<file path="src/rtl/uart_boot_loader.sv">
// UART 8N1 program loader: receives a length-prefixed, XOR-checksummed image, writes it
// word-by-word into instruction memory and releases the core only after the image verifies.
//
// rx state | meaning
// RX_IDLE  | line idle, waiting for a synchronized falling edge
// RX_START | timing to mid start bit to reject glitches
// RX_DATA  | sampling 8 data bits, LSB first
// RX_STOP  | sampling stop bit; high -> byte_valid, low -> framing error
//
// ld state | meaning
// LD_LEN0  | expecting word count low byte
// LD_LEN1  | expecting word count high byte, range check
// LD_DATA  | assembling payload words and writing them out
// LD_CSUM  | expecting checksum byte
// LD_DONE  | image verified, core released, input ignored
// LD_ERR   | error latched, core held, input ignored until rst
module uart_boot_loader #(
  parameter int CLKS_PER_BIT = 1085,
  parameter int ADDR_W       = 8
) (
  input  logic              clk,
  input  logic              rst,
  input  logic              uart_rx,
  output logic              imem_wr_en,
  output logic [ADDR_W-1:0] imem_wr_addr,
  output logic [31:0]       imem_wr_data,
  output logic              cpu_rst_n,
  output logic              load_done,
  output logic              load_err
);

  localparam int CNT_W = $clog2(CLKS_PER_BIT);
  localparam logic [CNT_W-1:0] BIT_LAST  = CNT_W'(CLKS_PER_BIT - 1);
  localparam logic [CNT_W-1:0] HALF_LAST = CNT_W'(CLKS_PER_BIT / 2 - 1);
  localparam logic [16:0]      MAX_WORDS = 17'(2 ** ADDR_W);

  typedef enum logic [1:0] {RX_IDLE, RX_START, RX_DATA, RX_STOP} rx_state_t;
  typedef enum logic [2:0] {LD_LEN0, LD_LEN1, LD_DATA, LD_CSUM, LD_DONE, LD_ERR} ld_state_t;

  logic rx_meta, rx_sync, rx_prev;

  rx_state_t        rx_state, rx_state_d;
  logic [CNT_W-1:0] rx_cnt, rx_cnt_d;
  logic [2:0]       rx_bit_idx, rx_bit_idx_d;
  logic [7:0]       rx_shift, rx_shift_d;
  logic [7:0]       rx_byte, rx_byte_d;
  logic             byte_valid, byte_valid_d;
  logic             frame_err;

  ld_state_t        ld_state, ld_state_d;
  logic [15:0]      word_cnt, word_cnt_d;
  logic [ADDR_W:0]  word_idx, word_idx_d, word_idx_inc;
  logic [7:0]       csum, csum_d;
  logic [1:0]       byte_sel, byte_sel_d;
  logic [23:0]      word_buf, word_buf_d;
  logic             wr_en_d;
  logic [ADDR_W-1:0] wr_addr_d;
  logic [31:0]      wr_data_d;
  logic [15:0]      len_full;

  // Synchronizer resets to idle-high so reset release never looks like a start edge.
  always_ff @(posedge clk or posedge rst) begin
    if (rst) begin
      rx_meta <= 1'b1;
      rx_sync <= 1'b1;
      rx_prev <= 1'b1;
    end else begin
      rx_meta <= uart_rx;
      rx_sync <= rx_meta;
      rx_prev <= rx_sync;
    end
  end

  always_ff @(posedge clk or posedge rst) begin
    if (rst) begin
      rx_state   <= RX_IDLE;
      rx_cnt     <= '0;
      rx_bit_idx <= '0;
      rx_shift   <= '0;
      rx_byte    <= '0;
      byte_valid <= 1'b0;
    end else begin
      rx_state   <= rx_state_d;
      rx_cnt     <= rx_cnt_d;
      rx_bit_idx <= rx_bit_idx_d;
      rx_shift   <= rx_shift_d;
      rx_byte    <= rx_byte_d;
      byte_valid <= byte_valid_d;
    end
  end

  always_comb begin
    rx_state_d   = rx_state;
    rx_cnt_d     = rx_cnt;
    rx_bit_idx_d = rx_bit_idx;
    rx_shift_d   = rx_shift;
    rx_byte_d    = rx_byte;
    byte_valid_d = 1'b0;
    frame_err    = 1'b0;
    case (rx_state)
      RX_IDLE: begin
        if (rx_prev && !rx_sync) begin
          rx_state_d   = RX_START;
          rx_cnt_d     = HALF_LAST;
          rx_bit_idx_d = '0;
        end
      end
      RX_START: begin
        if (rx_cnt == '0) begin
          if (!rx_sync) begin
            rx_state_d = RX_DATA;
            rx_cnt_d   = BIT_LAST;
          end else begin
            rx_state_d = RX_IDLE;
          end
        end else begin
          rx_cnt_d = rx_cnt - 1'b1;
        end
      end
      RX_DATA: begin
        if (rx_cnt == '0) begin
          rx_shift_d = {rx_sync, rx_shift[7:1]};
          rx_cnt_d   = BIT_LAST;
          if (rx_bit_idx == 3'd7) begin
            rx_state_d = RX_STOP;
          end else begin
            rx_bit_idx_d = rx_bit_idx + 1'b1;
          end
        end else begin
          rx_cnt_d = rx_cnt - 1'b1;
        end
      end
      RX_STOP: begin
        if (rx_cnt == '0) begin
          rx_state_d = RX_IDLE;
          if (rx_sync) begin
            byte_valid_d = 1'b1;
            rx_byte_d    = rx_shift;
          end else begin
            frame_err = 1'b1;
          end
        end else begin
          rx_cnt_d = rx_cnt - 1'b1;
        end
      end
      default: rx_state_d = RX_IDLE;
    endcase
  end

  always_ff @(posedge clk or posedge rst) begin
    if (rst) begin
      ld_state     <= LD_LEN0;
      word_cnt     <= '0;
      word_idx     <= '0;
      csum         <= '0;
      byte_sel     <= '0;
      word_buf     <= '0;
      imem_wr_en   <= 1'b0;
      imem_wr_addr <= '0;
      imem_wr_data <= '0;
      cpu_rst_n    <= 1'b0;
      load_done    <= 1'b0;
      load_err     <= 1'b0;
    end else begin
      ld_state     <= ld_state_d;
      word_cnt     <= word_cnt_d;
      word_idx     <= word_idx_d;
      csum         <= csum_d;
      byte_sel     <= byte_sel_d;
      word_buf     <= word_buf_d;
      imem_wr_en   <= wr_en_d;
      imem_wr_addr <= wr_addr_d;
      imem_wr_data <= wr_data_d;
      cpu_rst_n    <= (ld_state_d == LD_DONE);
      load_done    <= (ld_state_d == LD_DONE);
      load_err     <= (ld_state_d == LD_ERR);
    end
  end

  assign word_idx_inc = word_idx + 1'b1;
  assign len_full     = {rx_byte, word_cnt[7:0]};

  always_comb begin
    ld_state_d = ld_state;
    word_cnt_d = word_cnt;
    word_idx_d = word_idx;
    csum_d     = csum;
    byte_sel_d = byte_sel;
    word_buf_d = word_buf;
    wr_en_d    = 1'b0;
    wr_addr_d  = imem_wr_addr;
    wr_data_d  = imem_wr_data;
    case (ld_state)
      LD_LEN0: begin
        if (byte_valid) begin
          word_cnt_d[7:0] = rx_byte;
          ld_state_d      = LD_LEN1;
        end
      end
      LD_LEN1: begin
        if (byte_valid) begin
          word_cnt_d[15:8] = rx_byte;
          if (len_full == 16'd0 || {1'b0, len_full} > MAX_WORDS) begin
            ld_state_d = LD_ERR;
          end else begin
            ld_state_d = LD_DATA;
          end
        end
      end
      LD_DATA: begin
        if (byte_valid) begin
          csum_d     = csum ^ rx_byte;
          byte_sel_d = byte_sel + 1'b1;
          if (byte_sel == 2'd3) begin
            wr_en_d    = 1'b1;
            wr_addr_d  = word_idx[ADDR_W-1:0];
            wr_data_d  = {rx_byte, word_buf};
            word_idx_d = word_idx_inc;
            if (17'(word_idx_inc) == 17'(word_cnt)) begin
              ld_state_d = LD_CSUM;
            end
          end else begin
            word_buf_d = {rx_byte, word_buf[23:8]};
          end
        end
      end
      LD_CSUM: begin
        if (byte_valid) begin
          ld_state_d = (rx_byte == csum) ? LD_DONE : LD_ERR;
        end
      end
      LD_DONE: ld_state_d = LD_DONE;
      LD_ERR:  ld_state_d = LD_ERR;
      default: ld_state_d = LD_ERR;
    endcase
    // A broken frame poisons the image unless it has already been accepted.
    if (frame_err && ld_state != LD_DONE) begin
      ld_state_d = LD_ERR;
    end
  end

endmodule

</file>
<file path="config.mk">
export PLATFORM = sky130hd
export DESIGN_NAME = uart_boot_loader
export DESIGN_NICKNAME = d
export VERILOG_FILES = /design/src/rtl/uart_boot_loader.sv
export SDC_FILE = /design/constraint.sdc
export NUM_CORES = 1
export LEC_CHECK = 0
export ABC_CLOCK_PERIOD_IN_PS = 6000
export CAP_MARGIN = 5
export CORE_MARGIN = 2
export CORE_UTILIZATION = 50
export DETAILED_ROUTE_END_ITERATION = 7
export DONT_BUFFER_PORTS = 1
export PLACE_DENSITY_LB_ADDON = 0.2
export SYNTH_ARGS = -nofsm -noshare
export SYNTH_HDL_FRONTEND = slang
export SYNTH_SLANG_ARGS = --single-unit
</file>
<file path="constraint.sdc">
create_clock -name clk -period 6 [get_ports clk]
set_input_delay 0.3 -clock clk [delete_from_list [all_inputs] [get_ports clk]]
set_output_delay 0.3 -clock clk [all_outputs]
set_load 0.005 [all_outputs]
</file>
=== Word level (Yosys, flattened, before mapping) ===
Cells that the tools add are included.

* Add/sub/neg operators: 4
* Multipliers: 0
* Divide/modulo/power cells: 0
* $lt $le $gt $ge: 1
* Equality and inequality tests: 22
* Shift-type cells: 0
* Mux-type cells: 36
* Bitwise logic cells: 2
* Reductions and logical operators: 19

{| class="wikitable"
|+ Operators with widths
! cell !! number
|-
| $mux 11 || 5
|-
| $pmux 11 s4 || 1
|-
| $mux 3 || 11
|-
| $eq 9x16->1 || 1
|-
| $gt 16x9->1 const B || 1
|-
| $logic_not 16->1 || 1
|-
| $pmux 3 s5 || 1
|-
| $ne 2x2->1 const B || 7
|-
| $eq 3x3->1 const B || 4
|-
| $mux 2 || 6
|-
| $reduce_and 3->1 || 4
|-
| $logic_not 11->1 || 1
|-
| $sub 11x1->11 const B || 1
|-
| $mux 1 || 10
|-
| $add 9x1->9 const B || 1
|-
| $eq 8x8->1 || 1
|-
| $pmux 2 s4 || 1
|-
| $reduce_and 2->1 || 4
|-
| $xor 8x8->8 || 1
|-
| $eq 2x2->1 const B || 3
|-
| $eq 3x2->1 const B || 2
|-
| $ne 3x3->1 const B || 2
|-
| $pmux 3 s2 || 1
|-
| $reduce_and 5->1 || 1
|-
| other kinds (12) || 13
|}

* Register bits: 141
* Bits in latches: 0
* RAM bits: 0
* ROM bits: 0
* Bits of input ports: 3
* Output and inout port bits: 44
* Memories: 0

=== Longest topological paths before layout ===
Gate-level depths: netlist of the first run.

* Depth after elaboration: 8
* Mapped depth: 10

=== Worst setup path after synthesis of the first run ===
OpenSTA, ideal clock, no wires.

* Path kind: reg-to-reg
* From: register rx_cnt[2]
* To: register rx_shift[0]
* Arrival: 2.128 ns
* Slack: 3.747 ns
* Cell stages (with the launch flop): 6
* Path buffers: 1
* Period minus slack after synthesis: 2.253 ns
* Cell sequence: dfrtp_1 -> or4_4 -> nor4_1 -> and2_1 -> buf_2 -> mux2_2

* Word-level cells in the longest chain between the ends: 2

{| class="wikitable"
|+ Ends and longest elaborated chain
! item !! line !! RTL
|-
| from (decl) || 43 || <nowiki>logic [CNT_W-1:0] rx_cnt, rx_cnt_d;</nowiki>
|-
| from (signal assigned) || 84 || <nowiki>rx_cnt <= rx_cnt_d;</nowiki>
|-
| $logic_not 11->1 || 121 || <nowiki>if (rx_cnt == '0) begin</nowiki>
|-
| $reduce_and 2->1 (no source line) || -- ||
|-
| to (signal assigned) || 86 || <nowiki>rx_shift <= rx_shift_d;</nowiki>
|-
| to (decl) || 45 || <nowiki>logic [7:0] rx_shift, rx_shift_d;</nowiki>
|}

Every way passes these cells.
A chain may end at the register's enable or synchronous reset.

=== Worst setup path after layout of the first run ===
* From: register ld_state[2]
* To: register imem_wr_data[27]

* Word-level cells in the longest chain between the ends: 2

{| class="wikitable"
|+ Ends and longest elaborated chain
! item !! line !! RTL
|-
| from (decl) || 50 || <nowiki>ld_state_t ld_state, ld_state_d;</nowiki>
|-
| from (signal assigned) || 165 || <nowiki>ld_state <= ld_state_d;</nowiki>
|-
| $eq 3x2->1 || 193 || <nowiki>case (ld_state)</nowiki>
|-
| $reduce_and 3->1 (no source line) || -- ||
|-
| to (signal assigned) || 173 || <nowiki>imem_wr_data <= wr_data_d;</nowiki>
|-
| to (decl) || 26 || <nowiki>output logic [31:0] imem_wr_data,</nowiki>
|}

Every way passes these cells.

==> reports/qor.csv, run 1 <==
metric,value,unit
dp.cells,692,
setup_ws,3.041,ns
grt.overflow.total,0,
power,2.417,mW
grt_pass1_vias,3935,
clock-sinks,141,
async_flop_share,100.0,%
cts_buffers,17,
path_clk_slew,0.06,ns
dieHeight,115.5,um
post-route-drc-count,0,
fin_area,6913,um^2
yosys_warnings,0,
tightest_slew,1.123,ns
slew_viol_final,0,
p_int,1.726,mW
gr-usage-all-layers,19.16,%
cp_data_arrival_time,3.26,ns
vias_per_cell,5.425,
cpMaxStageDelayCell,nor3_1,
setup_viol,0,
required,6.31,ns
crit_path_start,ld_state[2],
worst_path_most_repeated_cell,buf_4,
worst_setup_path_start_kind,flop,
postRouteAntennaNets,0,
post-route-period-util,49.32,%
yosysTopAreaCell,dfrtp_1,
mostFrequentLayoutCell,dfrtp_1,
instances_no_fill,725,
synthCells,543,
hold_start,rx_meta,
place_congestion,0.8523,
final_cell_mix,"138 x dfrtp_1, 102 x nand2_1, 71 x mux2_2, 25 x xnor2_1, 24 x nor2_1",
placed_cell_area,6361,um^2
antenna_cells,0,
yosysSeqAreaShare,56.80,%
grt_pass1_wl,19450,um
crit_chain,nor3_1 > nand2_1 > buf_4 > clkinv_1 > buf_4 > mux2_2,
p_sw_share,28.58,%
ir_drop,0.2327,mV
nFillCells,1001,
placementRows,40,
cts_setup_buffers,0,
p_leak,3.407,nW
relSlewSlack,24.56,%
post-dp-hpwl,7700,um
io_buffers,0,
drtPass1Iterations,5,
cts_buffer_depth,2,
wl,11610,um
num_vias,3933,
start_util,51.56,%
tns,0,ns
post-place-ws,3.053,ns
pwr-share-seq,43.7,%
design.die.area,13340,um^2
syn_avg_cell_area,11.45,um^2
syn2layout_area_growth,11.17,%
yosysUniqueCellTypes,53,
core_area,12060,um^2
grt_setup_unrepaired,false,
fin_nets,558,
drive_above_1_share,21.18,%
status,finished clean,
final-seq-area,3532,um^2
io_pins,47,
maxCapViolCount,0,
syn_area,6218,um^2
fin_util,57.31,%
critPathCaptureType,flop,
dominantRegCellSynth,dfrtp_1,
wl_per_cell,16.02,um
pwr-share-comb,16.8,%
multi_input_area,2535,um^2
drt_first_iter_violations,240,
slowest_delay,0.93,ns
antenna_found_initial,0,
min_period,2.959,ns
power.share.clock,39.5,%
finClkSkew,0.007612,ns
max_freq,337.9,MHz
final_hold_viol_count,0,
insertion_delay,0.42,ns
die_width,115.5,um
grt_start_max_net_pins,86,
crit_type,reg -> reg,
cts-root-buf,clkbuf_16,
synth_edf_count,0,
synth-seq-cells,141,
cts_max_level,4,
syn_nets,556,
hold_slack,0.3670,ns
synth_top_area_share,55.53,%
cts_tree,done,
r2r_start,ld_state[2],
synthTopCellsByArea,"dfrtp_1 56%, mux2_2 13%, nand2_1 6.2%",
path_max_fanout,36,
power.switching,0.6910,mW
worstHoldPathType,reg -> reg,
power_density,349.7,nW/um^2
what timing repair did:
action / 4_1_cts / 5_1_grt
hold buffers: 2 / 0
gates resized for setup: 0 / 0
setup endpoints to repair: 0 / 0
hold endpoints to repair: 82 / 0
power by group through the flow:
stage,Combinational [mW],Sequential (mW),Clock [mW]
2_1_floorplan,0.342,1.05,0
3_3_place_gp,0.393,1.07,0
3_5_place_dp,0.404,1.07,0
4_1_cts,0.408,1.06,0.977
5_1_grt,0.457,1.06,1.02
6_report,0.405,1.06,0.955
sequential cells by signal, indices dropped and copies added, names as in the netlist, named ones only:
name          count
rx_byte           8
word_idx          9
rx_state          1
imem_wr_data     32
word_buf         24
byte_sel          2
load_err          1
csum              8
word_cnt         16
imem_wr_en        1
load_done         1
rx_prev           1
imem_wr_addr      8
rx_bit_idx        3
rx_sync           1
rx_cnt           11
ld_state          3
rx_meta           1
rx_shift          8
byte_valid        1
critical path: cells and delay by family (launching register included):
kind                   cells  cell delay [ns]
buffers and inverters      3             0.95
muxes                      1             0.37
DFF                        1             0.45
and+or+nand+nor            2             1.04
cell usage after synthesis (all sizes together) (3+ instances only):
master  instances
clkbuf         13
nand2         102
ha             10
nand3           7
or4             8
nor2           26
dfstp           3
and2            3
xnor2          25
nand2b          8
nor4            9
nor3b           4
xor2           14
mux2           71
nor2b           4
inv            12
a21oi          15
or3             4
dfrtp         138
buf            10
o21ai          21
nor3           10
final cells by class:
| cell class | instances | area share, % |
|---|---|---|
| sequential | 141 | 51.10 |
| multi-input combinational | 366 | 36.67 |
| clock buffer | 20 | 6.317 |
| tap | 168 | 3.041 |
| clock inverter | 11 | 1.376 |
| inverter | 13 | 0.7783 |
| timing repair buffer | 6 | 0.7240 |
worst paths after layout:
| kind | to | depth (start not counted) | slack (ns) |
|---|---|---|---|
| setup / recovery | imem_wr_data[27] | 6 | 3.04 |
| hold / removal | rx_sync | 0 | 0.37 |
| setup reg to reg | imem_wr_data[27] | 6 | 3.04 |
| hold reg to reg | rx_sync | 0 | 0.37 |
| max in group asynchronous | rx_shift[1] | 3 | 4.31 |
| min in group asynchronous | rx_bit_idx[0] | 2 | 0.52 |
cells by family after synthesis:
family	count (synthesis)	synth area share, %
buffers and inverters	36	2.535
xor gates and xnor gates	39	5.493
DFF	141	56.80
adders and majority gates	10	2.012
muxes	72	13.02
and+or+nand+nor	190	14.31
AOI/OAI and AO/OA	55	5.835
layer usage:
metal / GRT usage, % / vias up / wire length (um)
met3: 4.969 / 12 / 515
met5: 0 / - / 0
met1: 24.22 / 1976 / 5101
met2: 31.23 / 82 / 5813
met4: 8.434 / 0 / 181
li1: - / 1863 / -
Note: power is estimated with default switching activity, not from simulation.
==> run 2, diff against run 1 <==
--- a/config.mk
+++ b/config.mk
@@ -5,7 +5,7 @@
 export SDC_FILE = /design/constraint.sdc
 export NUM_CORES = 1
 export LEC_CHECK = 0
-export ABC_CLOCK_PERIOD_IN_PS = 6000
+export ABC_CLOCK_PERIOD_IN_PS = 2650
 export CAP_MARGIN = 5
 export CORE_MARGIN = 2
 export CORE_UTILIZATION = 50
==> constraint.sdc (replaced) <==
create_clock -name clk -period 2.65 [get_ports clk]
set_input_delay 0.1325 -clock clk [delete_from_list [all_inputs] [get_ports clk]]
set_output_delay 0.1325 -clock clk [all_outputs]
set_load 0.005 [all_outputs]
==> run 2 against run 1 <==
Effect of this change:
- setup slack worse by 2.8 ns
- largest power group unchanged
- non-clock buffer count is 11 higher
- critical endpoint is now rx_cnt[8]
- combinational power is 130% higher
==> reports/qor.csv, run 2 (same netlist as run 1, synthesis figures left out) <==
metric,value,unit
antenna_cells,0,
slew_viol_final,0,
placed_cell_area,6467,um^2
tightest_slew,0.8327,ns
required,2.96,ns
setup_ws,0.2064,ns
die_width,115.5,um
cts_setup_buffers,0,
insertion_delay,0.42,ns
cts_buffer_depth,2,
drtPass1Iterations,4,
fin_nets,569,
mostFrequentLayoutCell,dfrtp_1,
grt_setup_unrepaired,false,
num_vias,3937,
drt_first_iter_violations,228,
fin_area,7071,um^2
wl,11610,um
vias_per_cell,5.349,
syn2layout_area_growth,13.70,%
cp_data_arrival_time,2.75,ns
gr-usage-all-layers,19.35,%
path_max_fanout,14,
post-route-drc-count,0,
max_freq,409.2,MHz
post-dp-hpwl,7888,um
relSlewSlack,44.37,%
grt_start_max_net_pins,46,
clock-sinks,141,
io_buffers,0,
final_hold_viol_count,0,
p_leak,3.474,nW
io_pins,47,
maxCapViolCount,0,
dieHeight,115.5,um
start_util,51.56,%
status,finished clean,
nFillCells,999,
critPathCaptureType,flop,
path_clk_slew,0.06,ns
top_register,imem_wr_data,
power_density,796.3,nW/um^2
finClkSkew,0.01089,ns
post-place-ws,0.1917,ns
final_cell_mix,"138 x dfrtp_1, 102 x nand2_1, 71 x mux2_2, 25 x xnor2_1, 24 x nor2_1",
ir_drop,0.5922,mV
worstHoldPathType,in -> reg,
design.die.area,13340,um^2
cts_tree,done,
setup_viol,0,
worst_setup_path_start_kind,flop,
cts-root-buf,clkbuf_16,
cts_buffers,17,
crit_type,reg -> reg,
drive_above_1_share,22.89,%
wl_per_cell,15.77,um
cts_max_level,4,
grt.overflow.total,0,
min_period,2.444,ns
antenna_found_initial,0,
core_area,12060,um^2
largest_register_ffs,32,
post-route-period-util,92.21,%
placementRows,40,
place_congestion,0.8063,
grt_pass1_wl,19940,um
grt_pass1_vias,4034,
postRouteAntennaNets,0,
top_regs,"imem_wr_data (32), word_buf (24), word_cnt (16)",
tns,0,ns
[run 2: worst paths after layout]
check | start | endpoint | slack (ns) | cells past startpoint
worst max-delay path | rx_cnt[2] | rx_cnt[8] | 0.21 | 6
worst min-delay path | uart_rx | rx_meta | 0.26 | 1
worst max register to register | rx_cnt[2] | rx_cnt[8] | 0.21 | 6
worst min register to register | rx_meta | rx_sync | 0.36 | 0
max in group asynchronous | rst | word_buf[17] | 1.59 | 3
min in group asynchronous | rst | word_idx[5] | 0.36 | 2
[run 2: power breakdown]
| group | total (mW) | internal [mW] | leakage (nW) | switching, mW |
|---|---|---|---|---|
| logic | 0.938 | 0.370 | 1.26 | 0.568 |
| registers | 2.39 | 2.27 | 1.94 | 0.122 |
| clock network | 2.30 | 1.43 | 0.272 | 0.872 |
[run 2: routing by layer]
metal	routed length [um]	up-vias	global-route usage, %	share of wire [%]
li1	-	1876	-	-
met1	5300	1970	25.23	46
met2	5625	68	30.68	48
met3	414	23	5.126	3.6
met4	267	0	8.353	2.3
met5	0	-	0	0
[run 2: worst max-delay path, stage by stage (launching register included)]
cell,delay [ns]
dfrtp_1,0.42
or4_4,0.57
or4_4,0.63
o21ai_4,0.38
nor3_1,0.13
xnor2_1,0.15
nor2_1,0.05
[run 2: metrics by stage]
| stage | instances | utilization [%] | hold slack [ns] | power [mW] |
|---|---|---|---|---|
| after floorplan | 543 | - | 0.1370 | 3.161 |
| after global placement | 703 | 53.62 | 0.1371 | 3.315 |
| after detailed placement | 703 | 53.62 | 0.1371 | 3.355 |
| after CTS | 736 | 58.58 | 0.2468 | 5.669 |
| after global routing | 736 | 58.62 | 0.2446 | 5.926 |
| final | 736 | 58.62 | 0.2563 | 5.630 |
[run 2: area by class of cell]
cell class / count / area [um^2] / area share (%)
clock buffers: 22 / 464.2 / 6.565
clock inverters: 9 / 113.9 / 1.610
inverters: 13 / 52.55 / 0.7432
multi-input cells: 366 / 2540 / 35.92
flip-flops and latches: 141 / 3532 / 49.96
well taps: 168 / 210.2 / 2.973
repair buffers: 17 / 157.7 / 2.230
[run 2: repair_timing]
item,in CTS,in global routing
hold buffers,2,0
gates resized for setup,0,1
hold endpoints to repair,34,0
endpoints found under the setup margin,0,2
==> run 3, diff against run 2 <==
--- a/config.mk
+++ b/config.mk
@@ -12,6 +12,7 @@
 export DETAILED_ROUTE_END_ITERATION = 7
 export DONT_BUFFER_PORTS = 1
 export PLACE_DENSITY_LB_ADDON = 0.2
+export RECOVER_POWER = 50
 export SYNTH_ARGS = -nofsm -noshare
 export SYNTH_HDL_FRONTEND = slang
 export SYNTH_SLANG_ARGS = --single-unit
==> run 3 against run 2 <==
Effect of this change:
- the flow now finishes with violations (max-capacitance violations, max-slew violations)
- fmax hardly changed
- routed wire length barely moved
- clock-buffer cell count did not move
- cell area down 0.51%
- via count is 0.20% higher
- sequential power about the same
- die area did not move
- flip-flop and latch count unchanged
- critical path type unchanged
==> reports/qor.csv, run 3 (same netlist as run 1, synthesis figures left out) <==
metric,value,unit
cts_max_level,4,
cts_setup_buffers,0,
dieHeight,115.5,um
gr-usage-all-layers,19.35,%
largest_register_ffs,32,
top_register,imem_wr_data,
relSlewSlack,-4.950,%
cts_tree,done,
clock-sinks,141,
antenna_found_initial,0,
antenna_cells,0,
crit_end,rx_cnt[8],
drtPass1Iterations,4,
instances_no_fill,736,
ir_drop,0.5922,mV
crit_path_start,rx_cnt[2],
r2r_start,rx_cnt[2],
min_period,2.445,ns
slew_viol_final,38,
drive_above_1_share,22.54,%
grt_start_max_net_pins,46,
dp.cells,703,
critPathCaptureType,flop,
fin_util,58.32,%
post-route-drc-count,0,
cts_buffer_depth,2,
final_cell_mix,"138 x dfrtp_1, 102 x nand2_1, 71 x mux2_2, 25 x xnor2_1, 24 x nor2_1",
path_max_fanout,14,
post-route-period-util,92.25,%
tns,0,ns
status,"complete, but fails checks",
setup_ws,0.2054,ns
worst_setup_path_start_kind,flop,
place_congestion,0.8063,
post-dp-hpwl,7888,um
insertion_delay,0.42,ns
violations,"max-capacitance violations, max-slew violations",
drt_first_iter_violations,226,
crit_type,reg -> reg,
io_buffers,0,
placementRows,40,
cts-root-buf,clkbuf_16,
core_area,12060,um^2
cp_data_arrival_time,2.75,ns
wl,11600,um
fin_nets,569,
p_leak,3.460,nW
start_util,51.56,%
cts_buffers,17,
reg2reg_depth,6,
hold_slack,0.2566,ns
setup_viol,0,
worstHoldPathType,in -> reg,
power_density,799.3,nW/um^2
io_pins,47,
timing.rr.end,rx_cnt[8],
path_clk_slew,0.06,ns
maxCapViolCount,1,
grt_pass1_wl,19940,um
design.die.area,13340,um^2
vias_per_cell,5.360,
top_regs,"imem_wr_data (32), word_buf (24), word_cnt (16)",
post-place-ws,0.1917,ns
max_freq,409.1,MHz
grt_setup_unrepaired,false,
finClkSkew,0.01017,ns
num_vias,3945,
die_width,115.5,um
final_hold_viol_count,0,
mostFrequentLayoutCell,dfrtp_1,
syn2layout_area_growth,13.12,%
grt_pass1_vias,4034,
postRouteAntennaNets,0,
required,2.96,ns
nFillCells,1006,
grt.overflow.total,0,
tightest_slew,1.566,ns
wl_per_cell,15.76,um
rrSetupSlack,0.21,ns
==> run 3: cell count changes in the layout (fill, tap and decap cells not counted), sizes merged <==
cell    previous run  this run
buf               15        12
clkbuf            22        25
==> run 3: through the flow <==
stage          power (mW)  cell area, um^2
2_1_floorplan       3.161             6222
3_5_place_dp        3.355             6467
5_1_grt             5.919             7034
6_report            5.622             7034
4_1_cts             5.669             7066
3_3_place_gp        3.315             6467
==> run 3: final cells by class <==
cell class | instances | area, um^2 | area share [%]
well taps | 168 | 210.2 | 2.988
flip-flops and latches | 141 | 3532 | 50.21
inverters | 13 | 50.05 | 0.7115
repair buffers | 17 | 123.9 | 1.761
clock buffers | 22 | 464.2 | 6.599
clock inverters | 9 | 113.9 | 1.619
multi-input cells | 366 | 2540 | 36.11
==> run 3: worst min-delay path by stage <==
stage	from	slack, ns	cells after the start	end
3_5_place_dp	uart_rx	0.14	0	rx_meta
3_3_place_gp	uart_rx	0.14	0	rx_meta
4_1_cts	uart_rx	0.25	1	rx_meta
6_report	uart_rx	0.26	1	rx_meta
2_1_floorplan	uart_rx	0.14	0	rx_meta
5_1_grt	uart_rx	0.24	1	rx_meta
==> run 3: worst max-delay path, cell delays in order (launching register included) <==
cell and delay (ns):
dfrtp_1 0.42, or4_4 0.57, or4_4 0.63, o21ai_4 0.38
nor3_1 0.13, xnor2_1 0.15, nor2_1 0.05
==> run 3: what timing repair did <==
action	4_1_cts	5_1_grt
endpoints found under the hold margin	34	0
hold buffers	2	0
setup endpoints to repair	0	2
gates resized for setup	0	1
==> run 3: per-layer routing <==
layer  track usage [%]  wire length, um  vias to the layer above
li1                  -                -                     1876
met2             30.68             5626                       69
met4             8.353              267                        0
met1             25.23             5307                     1976
met3             5.126              396                       24
met5                 0                0                        -
==> run 3: where the power goes <==
| part | internal, mW | switching (mW) |
|---|---|---|
| Clock | 1.43 | 0.872 |
| Combinational | 0.365 | 0.566 |
| Sequential | 2.27 | 0.122 |
